[src/rtl/pipeline_ctrl_if.sv]
// Pipeline-side signal bundle for the hazard/sequencing controller.
// The pipeline is the master: it drives stage observations and consumes the controls.
interface pipeline_ctrl_if #(
   parameter int unsigned CNT_W = 32
);
   logic [4:0]       id_rs_i;
   logic [4:0]       id_rt_i;
   logic             id_use_rs_i;
   logic             id_use_rt_i;
   logic             ex_memtoreg_i;
   logic [4:0]       ex_rd_i;
   logic             mem_branch_i;
   logic             mem_zero_i;
   logic             mem_jump_i;
   logic             mem_memtoreg_i;
   logic             mem_memwrite_i;
   logic             dmem_ready_i;

   logic             pc_write_o;
   logic             pc_sel_o;
   logic             ifid_write_o;
   logic             idex_write_o;
   logic             exmem_write_o;
   logic             ifid_flush_o;
   logic             idex_flush_o;
   logic             exmem_flush_o;
   logic             memwb_flush_o;
   logic             dmem_req_o;
   logic [1:0]       state_o;
   logic [CNT_W-1:0] stall_cnt_o;
   logic             timeout_o;

   modport master (
      output id_rs_i, id_rt_i, id_use_rs_i, id_use_rt_i, ex_memtoreg_i, ex_rd_i,
             mem_branch_i, mem_zero_i, mem_jump_i, mem_memtoreg_i, mem_memwrite_i,
             dmem_ready_i,
      input  pc_write_o, pc_sel_o, ifid_write_o, idex_write_o, exmem_write_o,
             ifid_flush_o, idex_flush_o, exmem_flush_o, memwb_flush_o, dmem_req_o,
             state_o, stall_cnt_o, timeout_o
   );

   modport slave (
      input  id_rs_i, id_rt_i, id_use_rs_i, id_use_rt_i, ex_memtoreg_i, ex_rd_i,
             mem_branch_i, mem_zero_i, mem_jump_i, mem_memtoreg_i, mem_memwrite_i,
             dmem_ready_i,
      output pc_write_o, pc_sel_o, ifid_write_o, idex_write_o, exmem_write_o,
             ifid_flush_o, idex_flush_o, exmem_flush_o, memwb_flush_o, dmem_req_o,
             state_o, stall_cnt_o, timeout_o
   );
endinterface

[src/rtl/pipeline_ctrl.sv]
// Hazard and sequencing controller for the 5-stage pipeline: load-use stalls,
// EX/MEM redirects, data-memory waits with timeout, and a saturating stall counter.
module pipeline_ctrl #(
   parameter int unsigned MEM_TIMEOUT = 16,
   parameter int unsigned CNT_W       = 32
) (
   input  logic           clk_i,
   input  logic           rst_i,
   pipeline_ctrl_if.slave bus
);
   localparam int unsigned         WCNT_W    = 8;
   localparam logic [WCNT_W-1:0]   WCNT_LAST = WCNT_W'(MEM_TIMEOUT - 1);

   typedef enum logic [1:0] {
      RUN      = 2'd0,
      MEM_WAIT = 2'd1,
      HALT     = 2'd2
   } state_t;

   state_t             state, state_nxt;
   logic [WCNT_W-1:0]  wait_cnt, wait_cnt_nxt;
   logic [CNT_W-1:0]   stall_cnt;
   logic               timeout, set_timeout;

   logic acc, take, lu, mem_wait;
   logic freeze, resolve;
   logic pc_write, pc_sel, ifid_write, idex_write, exmem_write;
   logic ifid_flush, idex_flush, exmem_flush, memwb_flush, dmem_req;

   assign acc      = bus.mem_memtoreg_i | bus.mem_memwrite_i;
   assign take     = (bus.mem_branch_i & bus.mem_zero_i) | bus.mem_jump_i;
   assign lu       = bus.ex_memtoreg_i & (bus.ex_rd_i != 5'd0) &
                     ((bus.id_use_rs_i & (bus.id_rs_i == bus.ex_rd_i)) |
                      (bus.id_use_rt_i & (bus.id_rt_i == bus.ex_rd_i)));
   assign mem_wait = acc & ~bus.dmem_ready_i;

   // State, wait counter, sticky timeout and saturating stall counter.
   always_ff @(posedge clk_i) begin
      if (!rst_i) begin
         state     <= RUN;
         wait_cnt  <= '0;
         stall_cnt <= '0;
         timeout   <= 1'b0;
      end else begin
         state    <= state_nxt;
         wait_cnt <= wait_cnt_nxt;
         timeout  <= timeout | set_timeout;
         if ((state != HALT) && !pc_write && (stall_cnt != {CNT_W{1'b1}}))
            stall_cnt <= stall_cnt + CNT_W'(1);
      end
   end

   // Next state and stage controls; wait beats redirect beats load-use.
   always_comb begin
      state_nxt    = state;
      wait_cnt_nxt = wait_cnt;
      set_timeout  = 1'b0;
      freeze       = 1'b0;
      resolve      = 1'b0;
      pc_write     = 1'b1;
      pc_sel       = 1'b0;
      ifid_write   = 1'b1;
      idex_write   = 1'b1;
      exmem_write  = 1'b1;
      ifid_flush   = 1'b0;
      idex_flush   = 1'b0;
      exmem_flush  = 1'b0;
      memwb_flush  = 1'b0;
      dmem_req     = acc;

      case (state)
         RUN: begin
            if (mem_wait) begin
               freeze       = 1'b1;
               state_nxt    = MEM_WAIT;
               wait_cnt_nxt = WCNT_W'(1);
            end else begin
               resolve = 1'b1;
            end
         end
         MEM_WAIT: begin
            if (bus.dmem_ready_i) begin
               resolve      = 1'b1;
               state_nxt    = RUN;
               wait_cnt_nxt = '0;
            end else if (wait_cnt == WCNT_LAST) begin
               freeze      = 1'b1;
               state_nxt   = HALT;
               set_timeout = 1'b1;
            end else begin
               freeze       = 1'b1;
               wait_cnt_nxt = wait_cnt + WCNT_W'(1);
            end
         end
         HALT: begin
            freeze   = 1'b1;
            dmem_req = 1'b0;
         end
         default: state_nxt = RUN;
      endcase

      if (freeze) begin
         pc_write    = 1'b0;
         ifid_write  = 1'b0;
         idex_write  = 1'b0;
         exmem_write = 1'b0;
         memwb_flush = 1'b1;
      end

      // A redirect flushes IF/ID, which also squashes any load-use consumer.
      if (resolve) begin
         if (take) begin
            pc_sel      = 1'b1;
            ifid_flush  = 1'b1;
            idex_flush  = 1'b1;
            exmem_flush = 1'b1;
         end else if (lu) begin
            pc_write   = 1'b0;
            ifid_write = 1'b0;
            idex_flush = 1'b1;
         end
      end

      if (!rst_i) begin
         pc_write    = 1'b0;
         pc_sel      = 1'b0;
         ifid_write  = 1'b0;
         idex_write  = 1'b0;
         exmem_write = 1'b0;
         ifid_flush  = 1'b1;
         idex_flush  = 1'b1;
         exmem_flush = 1'b1;
         memwb_flush = 1'b1;
         dmem_req    = 1'b0;
      end
   end

   assign bus.pc_write_o    = pc_write;
   assign bus.pc_sel_o      = pc_sel;
   assign bus.ifid_write_o  = ifid_write;
   assign bus.idex_write_o  = idex_write;
   assign bus.exmem_write_o = exmem_write;
   assign bus.ifid_flush_o  = ifid_flush;
   assign bus.idex_flush_o  = idex_flush;
   assign bus.exmem_flush_o = exmem_flush;
   assign bus.memwb_flush_o = memwb_flush;
   assign bus.dmem_req_o    = dmem_req;
   assign bus.state_o       = state;
   assign bus.stall_cnt_o   = stall_cnt;
   assign bus.timeout_o     = timeout;
endmodule

[src/flat_wrapper.sv]
// flat-port wrapper written by rule: the top's interface ports become plain ports
module pipeline_ctrl_flat 
#(
   parameter int unsigned MEM_TIMEOUT = 16,
   parameter int unsigned CNT_W       = 32
)
  (clk_i, rst_i, bus_id_rs_i, bus_id_rt_i, bus_id_use_rs_i, bus_id_use_rt_i, bus_ex_memtoreg_i, bus_ex_rd_i, bus_mem_branch_i, bus_mem_zero_i, bus_mem_jump_i, bus_mem_memtoreg_i, bus_mem_memwrite_i, bus_dmem_ready_i, bus_pc_write_o, bus_pc_sel_o, bus_ifid_write_o, bus_idex_write_o, bus_exmem_write_o, bus_ifid_flush_o, bus_idex_flush_o, bus_exmem_flush_o, bus_memwb_flush_o, bus_dmem_req_o, bus_state_o, bus_stall_cnt_o, bus_timeout_o);
  pipeline_ctrl_if #(.CNT_W(CNT_W)) bus_i ();
  input  logic clk_i;
  input  logic rst_i;
  input wire logic [$bits(bus_i.id_rs_i)-1:0] bus_id_rs_i;
  input wire logic [$bits(bus_i.id_rt_i)-1:0] bus_id_rt_i;
  input wire logic [$bits(bus_i.id_use_rs_i)-1:0] bus_id_use_rs_i;
  input wire logic [$bits(bus_i.id_use_rt_i)-1:0] bus_id_use_rt_i;
  input wire logic [$bits(bus_i.ex_memtoreg_i)-1:0] bus_ex_memtoreg_i;
  input wire logic [$bits(bus_i.ex_rd_i)-1:0] bus_ex_rd_i;
  input wire logic [$bits(bus_i.mem_branch_i)-1:0] bus_mem_branch_i;
  input wire logic [$bits(bus_i.mem_zero_i)-1:0] bus_mem_zero_i;
  input wire logic [$bits(bus_i.mem_jump_i)-1:0] bus_mem_jump_i;
  input wire logic [$bits(bus_i.mem_memtoreg_i)-1:0] bus_mem_memtoreg_i;
  input wire logic [$bits(bus_i.mem_memwrite_i)-1:0] bus_mem_memwrite_i;
  input wire logic [$bits(bus_i.dmem_ready_i)-1:0] bus_dmem_ready_i;
  output wire logic [$bits(bus_i.pc_write_o)-1:0] bus_pc_write_o;
  output wire logic [$bits(bus_i.pc_sel_o)-1:0] bus_pc_sel_o;
  output wire logic [$bits(bus_i.ifid_write_o)-1:0] bus_ifid_write_o;
  output wire logic [$bits(bus_i.idex_write_o)-1:0] bus_idex_write_o;
  output wire logic [$bits(bus_i.exmem_write_o)-1:0] bus_exmem_write_o;
  output wire logic [$bits(bus_i.ifid_flush_o)-1:0] bus_ifid_flush_o;
  output wire logic [$bits(bus_i.idex_flush_o)-1:0] bus_idex_flush_o;
  output wire logic [$bits(bus_i.exmem_flush_o)-1:0] bus_exmem_flush_o;
  output wire logic [$bits(bus_i.memwb_flush_o)-1:0] bus_memwb_flush_o;
  output wire logic [$bits(bus_i.dmem_req_o)-1:0] bus_dmem_req_o;
  output wire logic [$bits(bus_i.state_o)-1:0] bus_state_o;
  output wire logic [$bits(bus_i.stall_cnt_o)-1:0] bus_stall_cnt_o;
  output wire logic [$bits(bus_i.timeout_o)-1:0] bus_timeout_o;
  assign bus_i.id_rs_i = bus_id_rs_i;
  assign bus_i.id_rt_i = bus_id_rt_i;
  assign bus_i.id_use_rs_i = bus_id_use_rs_i;
  assign bus_i.id_use_rt_i = bus_id_use_rt_i;
  assign bus_i.ex_memtoreg_i = bus_ex_memtoreg_i;
  assign bus_i.ex_rd_i = bus_ex_rd_i;
  assign bus_i.mem_branch_i = bus_mem_branch_i;
  assign bus_i.mem_zero_i = bus_mem_zero_i;
  assign bus_i.mem_jump_i = bus_mem_jump_i;
  assign bus_i.mem_memtoreg_i = bus_mem_memtoreg_i;
  assign bus_i.mem_memwrite_i = bus_mem_memwrite_i;
  assign bus_i.dmem_ready_i = bus_dmem_ready_i;
  assign bus_pc_write_o = bus_i.pc_write_o;
  assign bus_pc_sel_o = bus_i.pc_sel_o;
  assign bus_ifid_write_o = bus_i.ifid_write_o;
  assign bus_idex_write_o = bus_i.idex_write_o;
  assign bus_exmem_write_o = bus_i.exmem_write_o;
  assign bus_ifid_flush_o = bus_i.ifid_flush_o;
  assign bus_idex_flush_o = bus_i.idex_flush_o;
  assign bus_exmem_flush_o = bus_i.exmem_flush_o;
  assign bus_memwb_flush_o = bus_i.memwb_flush_o;
  assign bus_dmem_req_o = bus_i.dmem_req_o;
  assign bus_state_o = bus_i.state_o;
  assign bus_stall_cnt_o = bus_i.stall_cnt_o;
  assign bus_timeout_o = bus_i.timeout_o;
  pipeline_ctrl #(.MEM_TIMEOUT(MEM_TIMEOUT), .CNT_W(CNT_W)) u_core (.clk_i(clk_i), .rst_i(rst_i), .bus(bus_i));
endmodule
[config.mk]
export PLATFORM = sky130hd
export DESIGN_NAME = pipeline_ctrl_flat
export DESIGN_NICKNAME = d
export VERILOG_FILES = /design/src/rtl/pipeline_ctrl_if.sv /design/src/rtl/pipeline_ctrl.sv /design/src/flat_wrapper.sv
export SDC_FILE = /design/constraint.sdc
export NUM_CORES = 1
export LEC_CHECK = 0
export CORE_MARGIN = 10
export CORE_UTILIZATION = 51
export DETAILED_ROUTE_END_ITERATION = 16
export PLACE_DENSITY = 0.95
export RECOVER_POWER = 100
export SYNTH_ARGS = -nofsm -noshare
export SYNTH_HDL_FRONTEND = slang
export SYNTH_SLANG_ARGS = --single-unit
[constraint.sdc]
create_clock -name clk_i -period 5.32 [get_ports clk_i]
set_clock_uncertainty 0.05 [all_clocks]
set_input_delay 1.064 -clock clk_i [delete_from_list [all_inputs] [get_ports clk_i]]
set_output_delay 1.064 -clock clk_i [all_outputs]
set_load 0.02 [all_outputs]
==> impl_results.md <==
- Run status: finished, violations left
- Violated checks: capacitance limit, slew limit
- Number of instances on the worst hold path: 2
- Data required time of the worst path: 5.50 ns
- Summed instance area of the synthesized netlist: around 2400 um^2
- Worst min-delay path startpoint: u_core.bus.timeout_o$_SDFF_PN0_
- Remaining number of nets flagged by the antenna check after routing: 0
- Vias in the first global route: 2,421
- Layout overhead on the synthesized area: 34.6%
- Buffers inserted by post-CTS timing repair: 0
- Wire length of the first global-routing pass: 11,100 um
- Portion of netlist area occupied by mux cells: 1.26%
- Antenna violations before repair: 0
- Hold violation count in the final report: 0
- Synthesized netlist net count: ~330
- Transition time at the pin with the least slew margin: around 2.0 ns
- Final GP Congestion: 0.784
- Area of the die: roughly 8000 um^2
- Launching point of the worst reg2reg path: u_core.bus.state_o[0]$_SDFFE_PN0P_
- Pwr Density: 228 nW/um^2
- Number of clock sinks: 43
- Setup TNS after final layout: 0 ns
- Rel. slew slack: -32.7%
- Unique masters post-synth: 42
- Crit path setup slack, layout: 0.893 ns
- Crit share post-route: 83.2%
- Routed wire length: 6820 um
- Dominant register cell in the synthesized netlist: sky130_fd_sc_hd__dfxtp_1
- Place WS: 1.02 ns
- Maximum ir drop on the vdd rail: around 0.00011 V
- Reported leakage power: 1.15 nW
- Final Instance Count excl. Fillers: 413
- Fraction of registers with async set or reset after synthesis: 0%
- Starting density of the core: 53.4%
- Cell area after layout: around 3200 um^2
- Synthesis-stage register bit count: 43
- Clock transition at path regs: 0.09 ns
- Min-Delay Path Class: reg -> reg
- Number of hold buffers added after cts: 0
- TritonCTS clock tree: built
- Final core occ: a little under three quarters
- Gate count of the mapped netlist: 301
- Number of failing setup endpoints in the final timing report: 0
- Worst-Skew Late Latency: 0.31 ns
- Synthesized-area fraction occupied by ao, oa, aoi and oai cells: 17.5%
- Rows: 24
- Detailed-placement wirelength estimate: 4920 um
- Inst Count DP: roughly 410
- Pin count of the biggest net entering global routing: 63
- Simple-gate share of the synthesized area: 33.2%
- Detailed router's first-iteration violation count: 199
- Type of the setup path with the least slack: in -> reg
- Reg-to-reg endpoint: u_core.bus.stall_cnt_o[15]$_SDFFE_PN0P_
- X dimension of the die: 88.2 um
- RSZ-0062 raised after global routing: no
- Sort of element at the end of the critical path: flop
- Hold Path Sink: u_core.bus.timeout_o$_SDFF_PN0_
- Maximum level of the CTS H-tree: 2
- Number of vias per cell after detailed routing: 6.24
- Adder-Cell Fraction of Synth Area: 1.05%
- Root Buffer: sky130_fd_sc_hd__clkbuf_8
- Overflow left after global routing: 0
- Warnings, synthesis: 0
- Proportion of layout cells with a drive suffix above 1: 4.16%
- Count of flip-flops with a built-in enable after synthesis: 0
- Fraction of the yosys area taken by sequential cells: 36.2%
- Number of nets at the end of the flow: 388
- Filler Cell Count: 362
- Max Buffers Root-to-Sink: 2
- Arrival time worst endpoint: about 4.6 ns
- Via total after detailed routing: ~2.6k
- Shortest clock period the worst path allows after layout: ~4.4 ns
- Total design power: 0.728 mW
- Aggregate global-route resource usage: roughly 17%
- MaxCap Viol Count: 1
- Syn_area_per_cell: 7.89 um^2
- Ports: around 70
- Combinational family with the most area after synthesis: simple AND/OR/NAND/NOR gates
- Antenna Diode Count: 0
- Highest attainable clock frequency: 0.226 GHz
- Startpoint class of the critical path: input pin
- Port Buffer Count: 70
- First drt pass iteration count: 7
- Fin. max-slew vios: 63
- R2r setup slk: between 1.5 and 2 ns
- Placeable core region: 4440 um^2
- Xor-xnor portion of the synthesized cell area: 5.90%
- Die Span Y: 88.2 um
- TritonCTS Buffers: 5
- Average routed wire per standard cell: 16.5 um
- Highest fanout seen on the critical path: 62
- Gates resized, CTS repair: 0
- Number of remaining DRC errors: 0
- Worst hold margin: 0.430 ns
- Total placed instance area: around 3100 um^2
- Depth of the most critical reg-to-reg path: 7
[logic make-up (layout without fill, tap and decap cells)]
kind of cell | Yosys count | in the layout
adder cells (fa/ha/maj) | 2 | 2
buffers and inverters | 26 | 86
flip-flops | 43 | 43
multiplexers | 3 | 3
XOR/XNOR | 16 | 16
AO/OA/AOI/OAI | 73 | 73
AND/OR/NAND/NOR | 138 | 138
[power breakdown]
part	internal [mW]	leakage, nW	switching, mW
sequential	0.325	0.347	0.00464
combinational	0.0412	0.733	0.0476
clock	0.187	0.0644	0.122
[synthesized netlist by cell type, drive strengths merged (2+ instances only)]
master	n	area share, %
and3	9	2.4
buf	7	1.8
clkbuf	13	2.1
nor3	10	2.3
nor4	3	0.79
xor2	5	1.8
o21ai	27	5.7
ha	2	1.1
nand3	16	3.4
nand2	16	2.5
o31ai	7	2.2
or3	26	6.9
inv	5	0.79
nand2b	2	0.53
and2	3	0.79
nand4	22	6.1
dfxtp	43	36
mux2i	3	1.3
or4	9	2.9
nor2	16	2.5
a21oi	32	6.7
xnor2	11	4.1
and4	2	0.74
[final cells by class]
class                   instances  area, um^2  share of cell area [%]
clock buffers                   5        68.8                    2.15
inverters                       6        22.5                   0.705
well taps                      52        65.1                    2.04
flip-flops and latches         43         861                    26.9
clock inverters                 3        67.6                    2.11
multi-input cells             232        1400                    43.8
repair buffers                 72         712                    22.3
[worst max-delay path, cell delays in order]
cell and delay (ns):
sky130_fd_sc_hd__dlygate4sd3_1 0.74, sky130_fd_sc_hd__clkinv_1 0.14, sky130_fd_sc_hd__or3_1 0.45, sky130_fd_sc_hd__a32oi_2 0.18, sky130_fd_sc_hd__clkbuf_1 1.45, sky130_fd_sc_hd__o21ai_0 0.33
sky130_fd_sc_hd__a21oi_1 0.24
[metal layers]
layer / GRT usage (%) / part of all wire (%) / vias to the layer above
li1: - / - / 1236
met1: 18.1 / 40 / 1212
met2: 29.5 / 47 / 114
met3: 8.46 / 12 / 17
met4: 6.17 / 1.8 / 0
met5: 0 / 0 / -
[sequential cells by signal (all words and copies together), names as in the netlist]
signal,flops
u_core.bus.state_o,2
u_core.bus.timeout_o,1
u_core.bus.stall_cnt_o,32
u_core.wait_cnt,8
[placed cells by master (no fill, tap or decap), drive strengths merged, types with 3 or more instances in the layout]
| cell type | instances |
|---|---|
| dlygate4sd3 | 47 |
| dfxtp | 43 |
| a21oi | 32 |
| o21ai | 27 |
| or3 | 26 |
| clkdlybuf4s50 | 23 |
| nand4 | 22 |
| nand2 | 16 |
| nor2 | 16 |
| nand3 | 16 |
| xnor2 | 11 |
| nor3 | 10 |
| and3 | 9 |
| or4 | 9 |
| o31ai | 7 |
| clkbuf | 6 |
| inv | 5 |
| xor2 | 5 |
| and2 | 3 |
| mux2i | 3 |
| nor4 | 3 |
[worst max path at each step]
stage | start | to | slack, ns
floorplan | rst_i | bus_pc_write_o | 1.62
global placement | bus_ex_rd_i[0] | bus_ifid_write_o | 1.03
detailed placement | bus_ex_rd_i[0] | bus_pc_write_o | 1.02
CTS | bus_ex_rd_i[0] | bus_pc_write_o | 1.01
global route | rst_i | u_core.bus.stall_cnt_o[15]$_SDFFE_PN0P_ | 0.54
finish | rst_i | u_core.bus.stall_cnt_o[15]$_SDFFE_PN0P_ | 0.89
No activity file was read; power rests on OpenSTA's default activity.
